==> src/rtl/lms_i2s_tx_if.sv <==
// Sample input bus of the I2S transmitter: filtered word plus one-cycle write strobe.
interface lms_i2s_tx_if #(
  parameter int SAMPLE_SIZE = 16
);
  logic [SAMPLE_SIZE-1:0] din;
  logic                   valid_in;

  modport master (output din, output valid_in);
  modport slave  (input  din, input  valid_in);
endinterface

==> src/rtl/lms_i2s_tx.sv <==
// I2S master transmitter: buffers mono samples in a small FIFO and sends each
// word MSB-first in both left and right slots, with all link clocks derived
// from clk. Underrun and overrun are reported as sticky flags.
module lms_i2s_tx #(
  parameter int SAMPLE_SIZE = 16,
  parameter int SLOT_BITS   = 32,
  parameter int BCLK_HALF   = 18,
  parameter int FIFO_DEPTH  = 4
) (
  input  logic                          clk,
  input  logic                          nrst,
  input  logic                          en,
  input  logic                          clr_flags,
  lms_i2s_tx_if.slave                   smp,
  output logic                          bclk,
  output logic                          lrclk,
  output logic                          sdata,
  output logic [$clog2(FIFO_DEPTH):0]   fifo_level,
  output logic                          underrun,
  output logic                          overrun
);

  localparam int PW = $clog2(2 * SLOT_BITS);
  localparam int SW = $clog2(SLOT_BITS);
  localparam int CW = $clog2(BCLK_HALF);
  localparam int AW = $clog2(FIFO_DEPTH);
  localparam int LW = AW + 1;
  localparam logic [PW-1:0] P_LAST = PW'(2 * SLOT_BITS - 1);

  logic [CW-1:0]          cnt;
  logic [PW-1:0]          p;
  logic [PW-1:0]          p_next;
  logic [PW-1:0]          p_slot;
  logic [SW-1:0]          bit_idx;
  logic [SLOT_BITS-1:0]   slot_word;
  logic [SAMPLE_SIZE-1:0] cur_word;
  logic [SAMPLE_SIZE-1:0] mem [FIFO_DEPTH];
  logic [AW-1:0]          wptr;
  logic [AW-1:0]          rptr;
  logic                   tc;
  logic                   fall;
  logic                   load;
  logic                   pop;
  logic                   push;
  logic                   full;
  logic                   empty;
  logic                   lr_next;
  logic                   bit_next;

  // Decode the fall event, next bit position, and the next slot bit/word-select.
  always_comb begin
    tc        = (cnt == CW'(BCLK_HALF - 1));
    fall      = en && tc && bclk;
    p_next    = (p == P_LAST) ? '0 : p + 1'b1;
    p_slot    = (p_next >= PW'(SLOT_BITS)) ? p_next - PW'(SLOT_BITS) : p_next;
    bit_idx   = SW'(SLOT_BITS - 1) - SW'(p_slot);
    slot_word = SLOT_BITS'(cur_word) << (SLOT_BITS - SAMPLE_SIZE);
    bit_next  = slot_word[bit_idx];
    lr_next   = (p_next >= PW'(SLOT_BITS - 1)) && (p_next <= PW'(2 * SLOT_BITS - 2));
    load      = fall && (p_next == P_LAST);
    full      = (fifo_level == LW'(FIFO_DEPTH));
    empty     = (fifo_level == '0);
    pop       = load && !empty;
    // A pop in the same cycle frees a slot, so a full FIFO still takes the write.
    push      = smp.valid_in && (!full || pop);
  end

  // Bit-clock divider and serial link outputs; en low parks the link at frame start.
  always_ff @(posedge clk or negedge nrst) begin
    if (!nrst) begin
      cnt   <= '0;
      bclk  <= 1'b0;
      lrclk <= 1'b0;
      sdata <= 1'b0;
      p     <= P_LAST;
    end else if (!en) begin
      cnt   <= '0;
      bclk  <= 1'b0;
      lrclk <= 1'b0;
      sdata <= 1'b0;
      p     <= P_LAST;
    end else if (tc) begin
      cnt  <= '0;
      bclk <= ~bclk;
      if (bclk) begin
        p     <= p_next;
        lrclk <= lr_next;
        sdata <= bit_next;
      end
    end else begin
      cnt <= cnt + 1'b1;
    end
  end

  // Frame word register: reloaded at the last bit of each frame, zero on underrun.
  always_ff @(posedge clk or negedge nrst) begin
    if (!nrst) begin
      cur_word <= '0;
    end else if (load) begin
      cur_word <= pop ? mem[rptr] : '0;
    end
  end

  // FIFO storage; contents need no reset since level gates every read.
  always_ff @(posedge clk) begin
    if (push) begin
      mem[wptr] <= smp.din;
    end
  end

  // FIFO pointers and occupancy.
  always_ff @(posedge clk or negedge nrst) begin
    if (!nrst) begin
      wptr       <= '0;
      rptr       <= '0;
      fifo_level <= '0;
    end else begin
      if (push) wptr <= wptr + 1'b1;
      if (pop)  rptr <= rptr + 1'b1;
      case ({push, pop})
        2'b10:   fifo_level <= fifo_level + 1'b1;
        2'b01:   fifo_level <= fifo_level - 1'b1;
        default: fifo_level <= fifo_level;
      endcase
    end
  end

  // Sticky error flags; a set event overrides a clear in the same cycle.
  always_ff @(posedge clk or negedge nrst) begin
    if (!nrst) begin
      underrun <= 1'b0;
      overrun  <= 1'b0;
    end else begin
      if (load && empty)                        underrun <= 1'b1;
      else if (clr_flags)                       underrun <= 1'b0;
      if (smp.valid_in && full && !pop)         overrun  <= 1'b1;
      else if (clr_flags)                       overrun  <= 1'b0;
    end
  end

endmodule

==> src/flat_wrapper.sv <==
// flat-port wrapper written by rule: the top's interface ports become plain ports
module lms_i2s_tx_flat 
#(
  parameter int SAMPLE_SIZE = 16,
  parameter int SLOT_BITS   = 32,
  parameter int BCLK_HALF   = 18,
  parameter int FIFO_DEPTH  = 4
)
  (clk, nrst, en, clr_flags, bclk, lrclk, sdata, fifo_level, underrun, overrun, smp_din, smp_valid_in);
  lms_i2s_tx_if #(.SAMPLE_SIZE(SAMPLE_SIZE)) smp_i ();
  input  logic clk;
  input  logic nrst;
  input  logic en;
  input  logic clr_flags;
  output logic bclk;
  output logic lrclk;
  output logic sdata;
  output logic [$clog2(FIFO_DEPTH):0] fifo_level;
  output logic underrun;
  output logic overrun;
  input wire logic [$bits(smp_i.din)-1:0] smp_din;
  input wire logic [$bits(smp_i.valid_in)-1:0] smp_valid_in;
  assign smp_i.din = smp_din;
  assign smp_i.valid_in = smp_valid_in;
  lms_i2s_tx #(.SAMPLE_SIZE(SAMPLE_SIZE), .SLOT_BITS(SLOT_BITS), .BCLK_HALF(BCLK_HALF), .FIFO_DEPTH(FIFO_DEPTH)) u_core (.clk(clk), .nrst(nrst), .en(en), .clr_flags(clr_flags), .smp(smp_i), .bclk(bclk), .lrclk(lrclk), .sdata(sdata), .fifo_level(fifo_level), .underrun(underrun), .overrun(overrun));
endmodule
==> config.mk <==
export PLATFORM = sky130hd
export DESIGN_NAME = lms_i2s_tx_flat
export DESIGN_NICKNAME = d
export VERILOG_FILES = /design/src/rtl/lms_i2s_tx_if.sv /design/src/rtl/lms_i2s_tx.sv /design/src/flat_wrapper.sv
export SDC_FILE = /design/constraint.sdc
export NUM_CORES = 1
export LEC_CHECK = 0
export ABC_AREA = 1
export BUFFER_PORTS_ARGS = -buffer_cell sky130_fd_sc_hd__buf_4
export CAP_MARGIN = 30
export CORE_AREA = 2 2 110 112
export CTS_CLUSTER_SIZE = 20
export DETAILED_ROUTE_END_ITERATION = 12
export DIE_AREA = 0 0 112 114
export HOLD_SLACK_MARGIN = 0.03
export SLEW_MARGIN = 20
export SYNTH_ARGS = -nofsm -noshare
export SYNTH_HDL_FRONTEND = slang
export SYNTH_SLANG_ARGS = --single-unit
==> constraint.sdc <==
create_clock -name clk -period 3.3 [get_ports clk]
set_clock_uncertainty 0.05 [all_clocks]
set_input_delay 0.66 -clock clk [delete_from_list [all_inputs] [get_ports clk]]
set_output_delay 0.66 -clock clk [all_outputs]
set_load 0.02 [all_outputs]
==> results.toml, run 1 <==
[run_status]
status = "completed"

[grt]
antenna_found_initial = 0
grt_remaining_overflow = 0
grt_pass1_vias = 2936
grt_max_degree = 40
grt_use_total_pct = 14.5
grt_pass1_wl_mm = 14.5

[power]
p_leak_nw = 2.14
powerDensity_nw_per_um2 = 604
peakVddDrop_uv = 362

[timing]
tns_ns = 0
relSlewSlack_pct = 59.7
rsz0062_at_grt = "false"
hold_ws_ns = 0.229
setup-violations-final = 0
timing.final.crit_share_pct = 77.7
max_clock_freq_mhz = 390
setup_ws_ns = 0.736
period_minus_slack_ns = 2.56
tightest_slew_ns = 0.603
slew_viol_final = 0
hold_violations = 0

[detailed_routing]
antenna_left = 0
wl_per_cell_um = 14.1
drt_iter0_markers = 139
firstDrtPassIters = 4
drt-vias-per-instance = 4.89
drt_wl_total_mm = 8.37
drc = 0
vias = 2907

[synthesis]
synthAdderAreaFrac_pct = 2.64
syn_inst = 410
synth_cell_types = 37
muxShareOfSynthArea_pct = 0
synthArstFlopShare_pct = 37.9
ys_seq_elements = 103
ys_warn_count = 0
yosys_most_used_dff = "edfxtp_1"
netlist_area_um2 = 4540
synth-simple-area-share_pct = 17.2
synth_xor_area_share_pct = 0.771
synth_nets = 440
synth_edf_count = 64
yosysSeqAreaShare_pct = 64.0
postSynthAreaPerCell_um2 = 11.1
synth-compound-area-share_pct = 10.1
synth_top_family_by_area = "simple AND/OR/NAND/NOR gates"

[worst_setup_path]
crit_required_ns = 3.49
crit_chain = "ha_1, nor2_1, nor2_2, nand3_1, inv_1, nand3_4, nor2_2, nand2_2, fa_1, inv_1, nand4_1, nand3_1, nand2_1"
cp.arrival_ns = 2.75
crit_path_start_kind = "register"
cp_max_fo = 19
end_kind = "register"
crit_type = "reg2reg"
cp_top_family = "simple AND/OR/NAND/NOR gates"
rrSetupSlack_ns = 0.74
rr_startpoint = "u_core.p[1]"
worstPathBufferInverterCount = 2
max_stage_delay_ns = 0.57
crit_start = "u_core.p[1]"
cp_slowest_cell = "dfstp_2"

[floorplanning]
start_util_pct = 38.8
rows = 40
die_w_um = 112
dieArea_um2 = 12800
die_h_um = 114
ios = 29
core_area_um2 = 11700

[placement]
place_congestion = 0.850
placedCellCount = 579
pre_cts_ws_ns = 0.712
portBuffers = 28
hpwl_mm = 5.53
placed_area_um2 = 4920

[run]
drv_cap = 0

[final_layout]
layout_commonest_cell = "nand2_1"
postLayoutCellArea_um2 = 5210
most-common-layout-cells = "nand2_1, edfxtp_1, inv_1"
area_growth_pct = 14.7
fill_cells = 1117
layout.nets = 473
layout.cells.non_filler = 595
drive_gt1_share_pct = 19.0
antenna_cells = 0

[clocking]
post_cts_resized = 0
ctsHoldBuffers = 0
cts_buffers = 9
clock_sinks = 103
tritoncts = "built"
h-tree-depth = 3
root_buffer = "clkbuf_16"
clk_latency_ns = 0.34
cts_buffer_depth = 2
clkTransAtPathRegs_ns = 0.07
cts_setup_buffers = 0

[min_path]
hold_path_class = "in2async"
==> synthesized netlist by cell type (all sizes together), types with 2 or more instances <==
cell type / number / share of area (%)
xor2: 3 / 0.58
nand3: 22 / 2.8
clkbuf: 8 / 0.66
nand3b: 4 / 0.66
ha: 8 / 2.2
a32o: 16 / 3.5
dfstp: 6 / 3.5
inv: 42 / 3.5
a21oi: 27 / 3.0
dfrtp: 33 / 18
o21ai: 17 / 2.7
nand2: 110 / 9.7
buf: 6 / 1.1
nor2: 27 / 2.7
nand4: 6 / 1.1
edfxtp: 64 / 42
nor3: 2 / 0.22
a22oi: 2 / 0.33
o22ai: 2 / 0.28
==> worst reg2reg max path, stage by stage (launching register included) <==
cell	delay, ns
dfstp_2	0.57
ha_1	0.19
nor2_1	0.06
nor2_2	0.15
nand3_1	0.11
inv_1	0.12
nand3_4	0.22
nor2_2	0.16
nand2_2	0.09
fa_1	0.41
inv_1	0.09
nand4_1	0.09
nand3_1	0.08
nand2_1	0.05
==> registers in the layout, indices dropped and copies added, names as in the netlist <==
signal	cells
u_core.mem	64
u_core.cur_word	16
u_core.p	6
u_core.cnt	5
u_core.fifo_level	3
u_core.rptr	2
u_core.wptr	2
u_core.bclk	1
u_core.lrclk	1
u_core.overrun	1
u_core.sdata	1
u_core.underrun	1
==> final timing paths <==
check,to,cells after the start
worst max-delay path,u_core.fifo_level[2],13
worst min-delay path,u_core.cnt[3],1
worst max register to register,u_core.fifo_level[2],13
worst min register to register,u_core.cur_word[2],2
max in group asynchronous,u_core.p[3],1
min in group clk,u_core.cur_word[2],2
==> cell families (layout without fill, tap and decap cells) <==
group | Yosys count | count (layout)
AO/OA/AOI/OAI | 66 | 66
adder cells (fa/ha/maj) | 9 | 9
AND/OR/NAND/NOR | 171 | 171
XOR/XNOR | 4 | 4
buffers and inverters | 57 | 95
flip-flops | 103 | 103
==> power by group <==
group          switching, mW  internal, mW  leakage [nW]
clock                  0.489         0.527         0.139
sequential            0.0658          1.58          1.09
combinational          0.313         0.174         0.914
total                  0.868          2.28          2.14
==> cell type report <==
cell class,count,area [µm²],area share [%]
clock buffer,9,225,4.32
clock inverter,7,62.6,1.20
inverter,43,161,3.10
multi-input combinational,250,1400,26.8
sequential,103,2910,55.8
tap,147,184,3.53
timing repair buffer,36,278,5.33
==> routing by layer <==
layer,track usage (%),up-vias,part of all wire [%]
li1,-,1471,-
met1,19.0,1393,48
met2,24.1,36,48
met3,4.36,7,3.5
met4,2.93,0,0.81
met5,0,-,0
==> per-stage QoR <==
step           utilization (%)  power, mW
4_1_cts                   44.5       3.20
3_3_place_gp              41.9       2.15
6_report                  44.5       3.15
3_5_place_dp              42.0       2.17
5_1_grt                   44.5       3.32
2_1_floorplan                -       1.97
No activity file was read; power rests on OpenSTA's default activity.
==> run 2: changes to the inputs <==
Clock period 3.3 ns to 2.15 ns, I/O delays scaled along.
==> run 2 against run 1 <==
Global-route usage barely moved. Sequential cell count unchanged. Largest power group unchanged. Sequential share of layout area is 3.3 points lower. Non-clock buffer count grew 21.
==> results.toml, run 2 (same netlist as run 1, synthesis figures left out) <==
[run_status]
status = "completed"

[timing]
tightest_slew_ns = 0.495
rsz0062_at_grt = "true"
slew_viol_final = 0
max_clock_freq_mhz = 467
setup-violations-final = 0
hold_ws_ns = 0.236
timing.final.crit_share_pct = 99.6
period_minus_slack_ns = 2.14
tns_ns = 0
hold_violations = 0
relSlewSlack_pct = 67.0

[detailed_routing]
firstDrtPassIters = 4
drt_iter0_markers = 163
vias = 3036
drt_wl_total_mm = 8.66
drt-vias-per-instance = 4.93
drc = 0
wl_per_cell_um = 14.1
antenna_left = 0

[grt]
grt_remaining_overflow = 0
grt.busiest_layer = "met2"
antenna_found_initial = 0
grt_util_met2_pct = 24.0
grt_pass1_wl_mm = 14.6
grt_use_total_pct = 14.5
grtUsageMet3_pct = 3.40
met1_usage_pct = 19.1
grt_pass1_vias = 2967
grt_max_degree = 40

[floorplanning]
dieArea_um2 = 12800
core_area_um2 = 11700
rows = 40
ios = 29
die_w_um = 112
start_util_pct = 38.8
die_h_um = 114

[final_layout]
most-common-layout-cells = "nand2_1, edfxtp_1, buf_4"
layout.nets = 494
multi_input_area_um2 = 1500
area_growth_pct = 22.0
regMostFlops = "u_core.mem"
layout_commonest_cell = "nand2_1"
antenna_cells = 0
biggestRegsByFlops = "u_core.mem: 64 flops, u_core.cur_word: 16 flops, u_core.p: 6 flops"
fill_cells = 1065
postLayoutCellArea_um2 = 5540
drive_gt1_share_pct = 25.8
largest_reg_flops = 64
seq_area_um2 = 2910

[min_path]
hold_path_class = "in2reg"

[worst_setup_path]
worstPathBufferInverterCount = 2
cp_slowest_cell = "dfstp_2"
max_stage_delay_ns = 0.58
crit_path_start_kind = "register"
crit_type = "reg2reg"
crit_chain = "ha_4, nor2_2, nor2_2, nand3_2, inv_2, nand3_4, nor2_4, nand2_2, fa_2, inv_2, nand4_1, nand3_1, nand2_1"
cp.arrival_ns = 2.32
cp_max_fo = 4
end_kind = "register"
cp_top_family = "simple AND/OR/NAND/NOR gates"
rrSetupSlack_ns = 0.008
crit_required_ns = 2.33

[placement]
hpwl_mm = 5.68
placed_area_um2 = 5110
place_congestion = 0.848
portBuffers = 28

[power]
peakVddDrop_uv = 549
powerDensity_nw_per_um2 = 890
total_power_mw = 4.93
p_leak_nw = 2.29

[clocking]
cts_buffer_depth = 2
tritoncts = "built"
h-tree-depth = 3
clock_sinks = 103
cts_buffers = 9
root_buffer = "clkbuf_16"
clk_latency_ns = 0.34
clkTransAtPathRegs_ns = 0.07

[run]
drv_cap = 0
run 2: stage by stage:
stage,setup WS [ns],std cells,utilization [%]
5_1_grt,-0.111,616,47.3
4_1_cts,0.00522,613,46.4
2_1_floorplan,-0.104,410,-
3_3_place_gp,-0.0298,592,43.6
6_report,0.00810,616,47.3
3_5_place_dp,-0.0852,592,43.6
run 2: power breakdown:
part | switching, mW | total (mW) | leakage [nW] | internal (mW)
Sequential | 0.103 | 2.53 | 1.09 | 2.43
Clock | 0.712 | 1.52 | 0.137 | 0.809
Combinational | 0.529 | 0.882 | 1.07 | 0.353
Total | 1.34 | 4.93 | 2.29 | 3.59
run 2: per-layer routing:
layer / wire length, µm / up-vias
met3: 249 / 2
met1: 4160 / 1484
met2: 4210 / 37
met5: 0 / -
li1: - / 1513
met4: 35 / 0
run 2: what timing repair did:
action                                  in CTS  in global routing
hold buffers                                 1                  0
resized for setup                            1                 16
endpoints found under the setup margin      66                 86
hold endpoints to repair                    23                  0
gates cloned                                 0                  1
buffers inserted                             4                  2
pin swaps                                    7                  4
run 2: path summary, 6_finish.rpt:
check | start | end | cells after the start
setup / recovery | u_core.p[0] | u_core.fifo_level[2] | 13
hold / removal | smp_din[9] | u_core.mem[2][9] | 1
setup reg to reg | u_core.p[0] | u_core.fifo_level[2] | 13
hold reg to reg | u_core.cur_word[10] | u_core.cur_word[10] | 2
max in group asynchronous | nrst | u_core.p[4] | 2
min in group asynchronous | nrst | u_core.cnt[4] | 2
run 2: worst reg2reg max path, stage by stage (launching register included):
cell     delay [ns]
dfstp_2        0.58
ha_4           0.16
nor2_2         0.04
nor2_2         0.11
nand3_2        0.10
inv_2          0.09
nand3_4        0.10
nor2_4         0.09
nand2_2        0.06
fa_2           0.36
inv_2          0.07
nand4_1        0.10
nand3_1        0.08
nand2_1        0.05
run 2: final cells by class:
| cell class | count | share of cell area (%) |
|---|---|---|
| Clock buffer | 11 | 4.20 |
| Clock inverter | 5 | 0.835 |
| Inverter | 43 | 2.91 |
| Multi-Input combinational cell | 250 | 27.1 |
| Sequential cell | 103 | 52.4 |
| Tap cell | 147 | 3.32 |
| Timing Repair Buffer | 57 | 9.21 |
==> run 3: changes to the inputs <==
Settings changed: CELL_PAD_IN_SITES_DETAIL_PLACEMENT from default to 1, CELL_PAD_IN_SITES_GLOBAL_PLACEMENT from default to 2, CORE_AREA 2 2 110 112 to 2 2 116 118, DIE_AREA 0 0 112 114 to 0 0 118 120, PLACE_DENSITY_LB_ADDON from default to 0.1.
==> run 3 against run 2 <==
Cell count up 5.0%. Via count down 0.92%. Fmax down 2.6%. Clock power about the same. Sequential cell count unchanged. The flow now finishes with violations (setup timing). Combinational power up 4.9%. Sequential share of layout area down 0.083 points. Die area up 11%. Utilization down 4.6 points.
==> results.toml, run 3 (same netlist as run 1, synthesis figures left out) <==
[run_status]
status = "complete, but fails checks"
violations = "setup timing"

[timing]
tightest_slew_ns = 0.510
setup-violations-final = 16
hold_ws_ns = 0.227
hold_violations = 0
slew_viol_final = 0
relSlewSlack_pct = 66.0
rsz0062_at_grt = "true"
setup_ws_ns = -0.0485
period_minus_slack_ns = 2.20
timing.final.crit_share_pct = 102
max_clock_freq_mhz = 455

[final_layout]
drive_gt1_share_pct = 25.1
most-common-layout-cells = "nand2_1, edfxtp_1, buf_4"
regMostFlops = "u_core.mem"
layout.nets = 496
area_growth_pct = 22.2
layout.cells.non_filler = 647
fill_cells = 1453
biggestRegsByFlops = "u_core.mem: 64 flops, u_core.cur_word: 16 flops, u_core.p: 6 flops"
antenna_cells = 0
largest_reg_flops = 64
layout_commonest_cell = "nand2_1"
postLayoutCellArea_um2 = 5550

[worst_setup_path]
crit_required_ns = 2.16
crit_path_start_kind = "register"
crit_type = "reg2reg"
end_kind = "register"
cp_max_fo = 8
cp.arrival_ns = 2.21

[placement]
place_congestion = 0.795
portBuffers = 28
hpwl_mm = 6.81
placedCellCount = 628
placed_area_um2 = 5190

[grt]
antenna_found_initial = 0
grt.busiest_layer = "met2"
grt_remaining_overflow = 0
grt_pass1_vias = 3193
grt_max_degree = 40
grt_use_total_pct = 15.0
grt_pass1_wl_mm = 16.4
grtUsageMet3_pct = 2.23
grt_util_met2_pct = 25.8
met1_usage_pct = 18.5

[detailed_routing]
antenna_left = 0
drt_iter0_markers = 90
firstDrtPassIters = 4
drc = 0
drt_wl_total_mm = 9.83
wl_per_cell_um = 15.2
drt-vias-per-instance = 4.65
vias = 3008

[clocking]
cts_buffer_depth = 2
cts_buffers = 9
h-tree-depth = 3
tritoncts = "built"
clock_sinks = 103
root_buffer = "clkbuf_16"
clk_latency_ns = 0.35
clkTransAtPathRegs_ns = 0.07

[min_path]
hold_path_class = "in2reg"

[power]
peakVddDrop_uv = 537
powerDensity_nw_per_um2 = 892
total_power_mw = 4.95
p_leak_nw = 2.28

[floorplanning]
die_w_um = 118
rows = 42
die_h_um = 120
dieArea_um2 = 14200
start_util_pct = 35.0
core_area_um2 = 13000
ios = 29

[run]
drv_cap = 0
-- run 3: cell types whose count changed in the layout (fill, tap and decap cells not counted), sizes merged --
cell,change
clkinv,+4
inv,-4
buf,+2
clkbuf,-1
clkinvlp,+1
-- run 3: final timing paths --
kind | depth (start not counted) | to | start | slack [ns]
min in group asynchronous | 2 | u_core.fifo_level[0] | nrst | 0.55
max | 11 | u_core.mem[1][7] | u_core.p[1] | -0.05
max in group asynchronous | 2 | u_core.p[2] | nrst | 1.13
max reg2reg | 11 | u_core.mem[1][7] | u_core.p[1] | -0.05
min | 1 | u_core.mem[0][1] | smp_din[1] | 0.23
min reg2reg | 2 | u_core.cur_word[12] | u_core.cur_word[12] | 0.43
-- run 3: stage by stage --
stage                     worst slack, ns  utilization [%]  TNS (ns)
after floorplan                    -0.104                -     -6.76
after global placement            -0.0482             40.0   -0.0759
after detailed placement          -0.0879             40.0     -1.03
after CTS                        -0.00944             42.2    -0.150
after global routing               -0.164             42.8     -6.59
final                             -0.0485             42.8    -0.416
-- run 3: area by class of cell --
class,instances,area [µm²],share of cell area (%)
Inverter,43,161,2.91
Timing Repair Buffer,59,515,9.29
Tap cell,176,220,3.97
Clock inverter,6,37.5,0.676
Multi-Input combinational cell,250,1480,26.7
Clock buffer,10,229,4.13
Sequential cell,103,2910,52.3
-- run 3: worst max-delay path: stages, from the launching register on --
cell,delay [ns]
dfstp_2,0.59
ha_4,0.15
nand3_2,0.06
nand2_2,0.10
nand3_4,0.08
nor2_4,0.10
nand3_4,0.09
buf_4,0.15
nand2_4,0.08
nand2_8,0.07
nor2_4,0.19
clkbuf_16,0.20
-- run 3: repair_timing --
action | in CTS | in global routing
cloned | 0 | 1
setup buffers | 1 | 0
hold endpoints to repair | 30 | 0
pin swaps | 6 | 1
hold buffers | 1 | 0
setup endpoints to repair | 65 | 71
resized for setup | 1 | 10
-- run 3: layer usage --
layer	wire (µm)	share of wire [%]	up-vias
met5	0	0	-
met4	184	1.9	0
met3	166	1.7	12
met2	4940	50	29
met1	4540	46	1453
li1	-	-	1514
-- run 3: power by group --
part | internal [mW] | switching, mW | total, mW
Clock | 0.780 | 0.714 | 1.49
Sequential | 2.43 | 0.108 | 2.53
Combinational | 0.378 | 0.547 | 0.925
Total | 3.58 | 1.37 | 4.95
